`config.mk`:
```
export PLATFORM = sky130hd
export DESIGN_NAME = overlay_window_ctrl_flat
export DESIGN_NICKNAME = d
export VERILOG_FILES = /design/src/rtl/overlay_window_ctrl_if.sv /design/src/rtl/overlay_window_ctrl.sv /design/src/flat_wrapper.sv
export SDC_FILE = /design/constraint.sdc
export NUM_CORES = 2
export LEC_CHECK = 0
export BUFFER_PORTS_ARGS = -buffer_cell sky130_fd_sc_hd__buf_2
export CORE_ASPECT_RATIO = 0.7
export CORE_MARGIN = 4
export CORE_UTILIZATION = 65
export CTS_CLUSTER_SIZE = 25
export DETAILED_ROUTE_END_ITERATION = 12
export GPL_TIMING_DRIVEN = 0
export PLACE_DENSITY = 0.82
export SYNTH_ARGS = -nofsm -noshare
export SYNTH_HDL_FRONTEND = slang
export SYNTH_SLANG_ARGS = --single-unit
```
`constraint.sdc`:
```
create_clock -name CLK -period 10.5 [get_ports CLK]
set_clock_uncertainty 0.1 [all_clocks]
set_input_delay 2.1 -clock CLK [delete_from_list [all_inputs] [get_ports CLK]]
set_output_delay 2.1 -clock CLK [all_outputs]
set_load 0.03 [all_outputs]
```
`src/rtl/overlay_window_ctrl_if.sv`:
```
// rtl/overlay_window_ctrl_if.sv - Avalon-MM register bus for the overlay window controller
interface overlay_window_ctrl_if;
    logic        AVL_CS;
    logic        AVL_WRITE;
    logic        AVL_READ;
    logic [6:0]  AVL_ADDR;
    logic [31:0] AVL_WRITEDATA;
    logic [31:0] AVL_READDATA;

    modport master (
        output AVL_CS, AVL_WRITE, AVL_READ, AVL_ADDR, AVL_WRITEDATA,
        input  AVL_READDATA
    );

    modport slave (
        input  AVL_CS, AVL_WRITE, AVL_READ, AVL_ADDR, AVL_WRITEDATA,
        output AVL_READDATA
    );
endinterface

```
`src/rtl/overlay_window_ctrl.sv`:
```
// rtl/overlay_window_ctrl.sv - multi-window overlay generator with shadowed, frame-committed registers
module overlay_window_ctrl #(
    parameter int NUM_WIN = 4,
    parameter int ADDR_W  = 15,
    parameter int BLINK_W = 8
) (
    input  logic                  CLK,
    input  logic                  RESET_N,
    input  logic [9:0]            DrawX,
    input  logic [9:0]            DrawY,
    overlay_window_ctrl_if.slave  avl,
    output logic [1:0]            ovl_on,
    output logic [3:0]            ovl_id,
    output logic [ADDR_W-1:0]     img_addr
);
    typedef struct packed {
        logic [9:0]         x;
        logic [9:0]         y;
        logic [9:0]         w;
        logic [9:0]         h;
        logic [1:0]         mode;
        logic               blink;
        logic [BLINK_W-1:0] period;
        logic [ADDR_W-1:0]  base;
    } win_t;

    win_t               sh   [NUM_WIN];
    win_t               sh_n [NUM_WIN];
    win_t               act  [NUM_WIN];
    win_t               act_n[NUM_WIN];
    logic [BLINK_W-1:0] cnt  [NUM_WIN];
    logic [BLINK_W-1:0] cnt_n[NUM_WIN];
    logic               ph   [NUM_WIN];
    logic               ph_n [NUM_WIN];
    logic               pending, pending_n, global_en, win_wr;
    logic [7:0]         frame_cnt;
    logic [31:0]        rdata_c;
    logic [1:0]         on_n;
    logic [3:0]         id_n;
    logic [ADDR_W-1:0]  addr_n;
    logic [10:0]        x11, y11, w11, h11;
    logic [9:0]         rx, ry;
    logic               hit, vis;

    logic       wr, rd, fs, commit;
    logic [3:0] aw;
    logic [2:0] fld;
    logic       unused_bits;

    assign wr          = avl.AVL_CS & avl.AVL_WRITE;
    assign rd          = avl.AVL_CS & avl.AVL_READ;
    assign aw          = avl.AVL_ADDR[6:3];
    assign fld         = avl.AVL_ADDR[2:0];
    assign fs          = (DrawX == 10'd0) && (DrawY == 10'd0);
    assign commit      = fs && pending;
    assign unused_bits = ^avl.AVL_WRITEDATA[31:10];

    // Shadow writes, commit and blink advance; outputs below use the post-frame-start view.
    always_comb begin
        win_wr = 1'b0;
        for (int i = 0; i < NUM_WIN; i++) begin
            sh_n[i] = sh[i];
            if (wr && aw == 4'(i) && fld != 3'd7) begin
                win_wr = 1'b1;
                case (fld)
                    3'd0: sh_n[i].x      = avl.AVL_WRITEDATA[9:0];
                    3'd1: sh_n[i].y      = avl.AVL_WRITEDATA[9:0];
                    3'd2: sh_n[i].w      = avl.AVL_WRITEDATA[9:0];
                    3'd3: sh_n[i].h      = avl.AVL_WRITEDATA[9:0];
                    3'd4: {sh_n[i].blink, sh_n[i].mode} = avl.AVL_WRITEDATA[2:0];
                    3'd5: sh_n[i].period = avl.AVL_WRITEDATA[BLINK_W-1:0];
                    default: sh_n[i].base = avl.AVL_WRITEDATA[ADDR_W-1:0];
                endcase
            end
            act_n[i] = commit ? sh[i] : act[i];
            cnt_n[i] = cnt[i];
            ph_n[i]  = ph[i];
            if (commit) begin
                cnt_n[i] = '0;
                ph_n[i]  = 1'b0;
            end else if (fs && act[i].blink && act[i].period != '0) begin
                if (cnt[i] == act[i].period - BLINK_W'(1)) begin
                    cnt_n[i] = '0;
                    ph_n[i]  = ~ph[i];
                end else begin
                    cnt_n[i] = cnt[i] + BLINK_W'(1);
                end
            end
        end
        pending_n = win_wr ? 1'b1 : (commit ? 1'b0 : pending);
    end

    // Walk from the highest index down so the lowest-index hit wins.
    always_comb begin
        on_n   = 2'd0;
        id_n   = 4'd0;
        addr_n = '0;
        x11 = '0; y11 = '0; w11 = '0; h11 = '0;
        rx = '0; ry = '0; hit = 1'b0; vis = 1'b0;
        for (int i = NUM_WIN - 1; i >= 0; i--) begin
            x11 = {1'b0, act_n[i].x};
            y11 = {1'b0, act_n[i].y};
            w11 = {1'b0, act_n[i].w};
            h11 = {1'b0, act_n[i].h};
            rx  = DrawX - act_n[i].x;
            ry  = DrawY - act_n[i].y;
            hit = (w11 != '0) && (h11 != '0)
                && ({1'b0, DrawX} >= x11) && ({1'b0, DrawX} < x11 + w11)
                && ({1'b0, DrawY} >= y11) && ({1'b0, DrawY} < y11 + h11);
            vis = (act_n[i].mode != 2'd0)
                && (!act_n[i].blink || act_n[i].period == '0 || !ph_n[i]);
            if (hit && vis) begin
                on_n   = act_n[i].mode;
                id_n   = 4'(i);
                addr_n = ADDR_W'({22'd0, ry} * {22'd0, act_n[i].w}
                                 + {22'd0, rx} + 32'(act_n[i].base));
            end
        end
        if (!global_en) begin
            on_n   = 2'd0;
            id_n   = 4'd0;
            addr_n = '0;
        end
    end

    always_comb begin
        rdata_c = 32'd0;
        for (int i = 0; i < NUM_WIN; i++) begin
            if (aw == 4'(i)) begin
                case (fld)
                    3'd0: rdata_c = 32'(sh[i].x);
                    3'd1: rdata_c = 32'(sh[i].y);
                    3'd2: rdata_c = 32'(sh[i].w);
                    3'd3: rdata_c = 32'(sh[i].h);
                    3'd4: rdata_c = 32'({sh[i].blink, sh[i].mode});
                    3'd5: rdata_c = 32'(sh[i].period);
                    3'd6: rdata_c = 32'(sh[i].base);
                    default: rdata_c = 32'd0;
                endcase
            end
        end
        if (avl.AVL_ADDR == 7'h7E) rdata_c = {16'd0, frame_cnt, 7'd0, pending};
        if (avl.AVL_ADDR == 7'h7F) rdata_c = {31'd0, global_en};
    end

    always_ff @(posedge CLK or negedge RESET_N) begin
        if (!RESET_N) begin
            for (int i = 0; i < NUM_WIN; i++) begin
                sh[i]  <= '0;
                act[i] <= '0;
                cnt[i] <= '0;
                ph[i]  <= 1'b0;
            end
            pending          <= 1'b0;
            global_en        <= 1'b0;
            frame_cnt        <= 8'd0;
            avl.AVL_READDATA <= 32'd0;
            ovl_on           <= 2'd0;
            ovl_id           <= 4'd0;
            img_addr         <= '0;
        end else begin
            for (int i = 0; i < NUM_WIN; i++) begin
                sh[i]  <= sh_n[i];
                act[i] <= act_n[i];
                cnt[i] <= cnt_n[i];
                ph[i]  <= ph_n[i];
            end
            pending <= pending_n;
            if (wr && avl.AVL_ADDR == 7'h7F) global_en <= avl.AVL_WRITEDATA[0];
            if (fs) frame_cnt <= frame_cnt + 8'd1;
            avl.AVL_READDATA <= rd ? rdata_c : 32'd0;
            ovl_on           <= on_n;
            ovl_id           <= id_n;
            img_addr         <= addr_n;
        end
    end
endmodule

```
`src/flat_wrapper.sv`:
```
// flat-port wrapper written by rule: the top's interface ports become plain ports
module overlay_window_ctrl_flat 
#(
    parameter int NUM_WIN = 4,
    parameter int ADDR_W  = 15,
    parameter int BLINK_W = 8
)
  (CLK, RESET_N, DrawX, DrawY, ovl_on, ovl_id, img_addr, avl_AVL_CS, avl_AVL_WRITE, avl_AVL_READ, avl_AVL_ADDR, avl_AVL_WRITEDATA, avl_AVL_READDATA);
  overlay_window_ctrl_if avl_i ();
  input  logic CLK;
  input  logic RESET_N;
  input  logic [9:0] DrawX;
  input  logic [9:0] DrawY;
  output logic [1:0] ovl_on;
  output logic [3:0] ovl_id;
  output logic [ADDR_W-1:0] img_addr;
  input wire logic [$bits(avl_i.AVL_CS)-1:0] avl_AVL_CS;
  input wire logic [$bits(avl_i.AVL_WRITE)-1:0] avl_AVL_WRITE;
  input wire logic [$bits(avl_i.AVL_READ)-1:0] avl_AVL_READ;
  input wire logic [$bits(avl_i.AVL_ADDR)-1:0] avl_AVL_ADDR;
  input wire logic [$bits(avl_i.AVL_WRITEDATA)-1:0] avl_AVL_WRITEDATA;
  output wire logic [$bits(avl_i.AVL_READDATA)-1:0] avl_AVL_READDATA;
  assign avl_i.AVL_CS = avl_AVL_CS;
  assign avl_i.AVL_WRITE = avl_AVL_WRITE;
  assign avl_i.AVL_READ = avl_AVL_READ;
  assign avl_i.AVL_ADDR = avl_AVL_ADDR;
  assign avl_i.AVL_WRITEDATA = avl_AVL_WRITEDATA;
  assign avl_AVL_READDATA = avl_i.AVL_READDATA;
  overlay_window_ctrl #(.NUM_WIN(NUM_WIN), .ADDR_W(ADDR_W), .BLINK_W(BLINK_W)) u_core (.CLK(CLK), .RESET_N(RESET_N), .DrawX(DrawX), .DrawY(DrawY), .avl(avl_i), .ovl_on(ovl_on), .ovl_id(ovl_id), .img_addr(img_addr));
endmodule
```
==> flow_summary.toml <==
[min_path]
min_path_type = "register to register"

[timing]
finalSetupViolations = 0
period_minus_slack_ns = 10.37
timing.final.crit_share_pct = 98.7
holdWs_ns = 0.386
worst_pin_slew_ns = 1.35
fin_tns_setup_ns = 0
rsz0062_at_grt = "true"
final-max-slew-violation-count = 0
clock.fmax_mhz = 96.5
slew_headroom_pct = 7.63
finalHoldViolations = 0

[synthesis]
synthArstFlopShare_pct = 100
synthTopCellsByArea = "dfrtp_1, fa_1, ha_1"
ys_seq_area_share_pct = 31.3
synthesis.area_um2 = 48600
ys_types = 95
synth-warning-count = 0
yosysTopAreaCell = "dfrtp_1"
synthFlopType = "dfrtp_1"
postSynthCellCount = 5078
ys_ff_latch = 609
synth-edff-count = 0
synth_top_area_share_pct = 31.3
syn_avg_cell_area_um2 = 9.58

[route]
drtAntennaViolNets = 0
wl_per_cell_um = 26.8
drc_errors = 0
firstDrtPassIters = 8
vias_per_cell = 6.42
drt_iter0_drc = 4839
dr_total_vias = 40400
wl_um = 168000

[floorplan]
die_height_um = 237
coreArea_um2 = 73700
fp-row-count = 83
die_x_um = 335
start_util_pct = 66.0
dieArea_um2 = 79300
ios = 117

[power_and_ir_drop]
peakVddDrop_mv = 0.147
power_w = 0.00556
leakage_nw = 28.0
p_per_area_nw_per_um2 = 103

[critical_path]
cpMostUsedCell = "fa_1"
critPathArrivalTime_ns = 10.77
cp.required_ns = 10.90
critPathMaxStageDelay_ns = 0.56
critical_path_class = "input port to register"
worstSetupStartpointType = "input port"
cpMaxStageDelayCell = "fa_1"
critPathCaptureType = "register"
path_max_fanout = 10

[placed_design]
portBuffers = 75
gp_congestion = 1.05
hpwlAfterDp_um = 132000

[cts]
htreeDepth = 2
clk_pin_slew_ns = 0.07
clk-insertion-delay-late_ns = 0.70
clockBufferDepth = 3
cts-root-buf = "clkbuf_16"
cts_tree = "built"
numCtsBuffers = 59
cts_num_sinks = 609

[final_layout]
area_growth_pct = 10.4
layout_common_cells = "inv_1, nand2_1, dfrtp_1, ha_1, fa_1"
layout_commonest_cell = "inv_1"
final_util_pct = 72.8
register_area_um2 = 15200
fillerInstances = 5462
drive_gt1_share_pct = 12.8
final_nets = 6018
multi_input_area_um2 = 30400

[global_routing]
grt_max_degree = 125
grt.total_usage_pct = 42.5
overflow = 0
grt_pass1_wl_um = 250000
first_global_vias = 39800
antenna_found_initial = 4

[run_status]
status = "complete, no violations"

[flow_run]
cap_violations = 0
## logic make-up (layout without fill, tap and decap cells)
| kind of cell | count (synthesis) | in the layout | share of synthesized area (%) |
|---|---|---|---|
| adder cells (fa/ha/maj) | 699 | 699 | 23.0 |
| flip-flops | 609 | 609 | 31.3 |
| multiplexers | 432 | 432 | 9.90 |
| AO/OA/AOI/OAI | 780 | 780 | 10.6 |
| XOR/XNOR | 263 | 263 | 4.98 |
| buffers and inverters | 917 | 1127 | 7.34 |
| other | 1 | 19 | 0.00771 |
| AND/OR/NAND/NOR | 1377 | 1377 | 12.9 |
## flip-flops by register name (all words and copies together), names as in the netlist
name,cells
u_core.sh,264
u_core.pending,1
u_core.avl.AVL_READDATA,16
u_core.global_en,1
u_core.ovl_id,2
u_core.cnt,32
u_core.ph,4
u_core.img_addr,15
u_core.ovl_on,2
u_core.act,264
u_core.frame_cnt,8
## power by group
group | switching (W) | internal (W)
logic | 0.000425 | 0.000219
registers | 0.0000850 | 0.00240
clock network | 0.00104 | 0.00139
## per-layer routing
layer,share of wire [%],up-vias,track usage [%]
met5,0.029,-,0
met2,42,2531,61.7
met3,13,511,14.1
met4,6.3,8,20.6
met1,39,20100,57.6
li1,-,17200,-
## area by class of cell
class	count	area share [%]
antenna	1	0.00466
buffer	199	2.16
clock buffer	71	2.98
clock inverter	36	1.07
inverter	713	4.98
multi-input combinational	3569	56.7
sequential	609	28.4
tap	977	2.28
timing repair buffer	108	1.46
## path summary, 6_finish.rpt
| path | from | end | slack, ns | cells past startpoint |
|---|---|---|---|---|
| min in group asynchronous | RESET_N | u_core.cnt[17] | 1.26 | 1 |
| hold reg to reg | u_core.act[79] | u_core.act[79] | 0.39 | 2 |
| setup reg to reg | u_core.pending | u_core.img_addr[14] | 1.45 | 36 |
| max in group asynchronous | RESET_N | u_core.ovl_id[1] | 7.10 | 4 |
| hold / removal | u_core.act[79] | u_core.act[79] | 0.39 | 2 |
| setup / recovery | DrawY[1] | u_core.img_addr[14] | 0.13 | 39 |
## stage by stage
stage	instance area, µm²	std cells	setup WS, ns
detailed placement	50500	6153	-3.53
global placement	50400	6147	-5.53
CTS	53300	6273	0.00339
global route	53700	6283	-0.138
finish	53700	6283	0.133
floorplan	48800	5095	0.0242
## Yosys cell counts (8+ instances only)
library cell and instances:
mux2_2 272, nand4_1 26, dfrtp_1 609, nor4_1 47, ha_1 371, o21bai_1 73, fa_1 324, o21ai_0 146
nand2b_1 41, nand3_1 83, and3_1 24, or2_2 18, a22oi_1 53, a31oi_1 22, a211oi_1 34, inv_1 708
o211ai_1 10, o21a_1 18, or3_1 13, and2_1 65, o221ai_1 12, or4_1 10, buf_1 28, nor3_1 41
clkbuf_1 139, o2111a_1 11, nand3b_1 13, buf_4 22, xnor2_1 185, xnor3_1 8, nand2_1 711, nor2b_1 51
a21o_1 72, a2111oi_0 8, mux4_2 12, a21oi_1 221, buf_2 11, xor2_1 69, mux2i_1 148, a221oi_1 13
nor2_1 206
## repair_timing
action / 4_1_cts / 5_1_grt
setup endpoints to repair: 19 / 3
pin swaps: 27 / 34
gates resized for setup: 126 / 70
hold buffers: 0 / 0
buffers inserted: 18 / 11
## critical path: cells and delay by family
kind                     cells  cell delay (ns)
XOR/XNOR                     3             0.67
multiplexers                 1             0.24
AND/OR/NAND/NOR              9             1.58
AO/OA/AOI/OAI                8             1.56
adder cells (fa/ha/maj)      7             3.20
buffers and inverters       11             1.39
(Power assumes the default switching activity.)
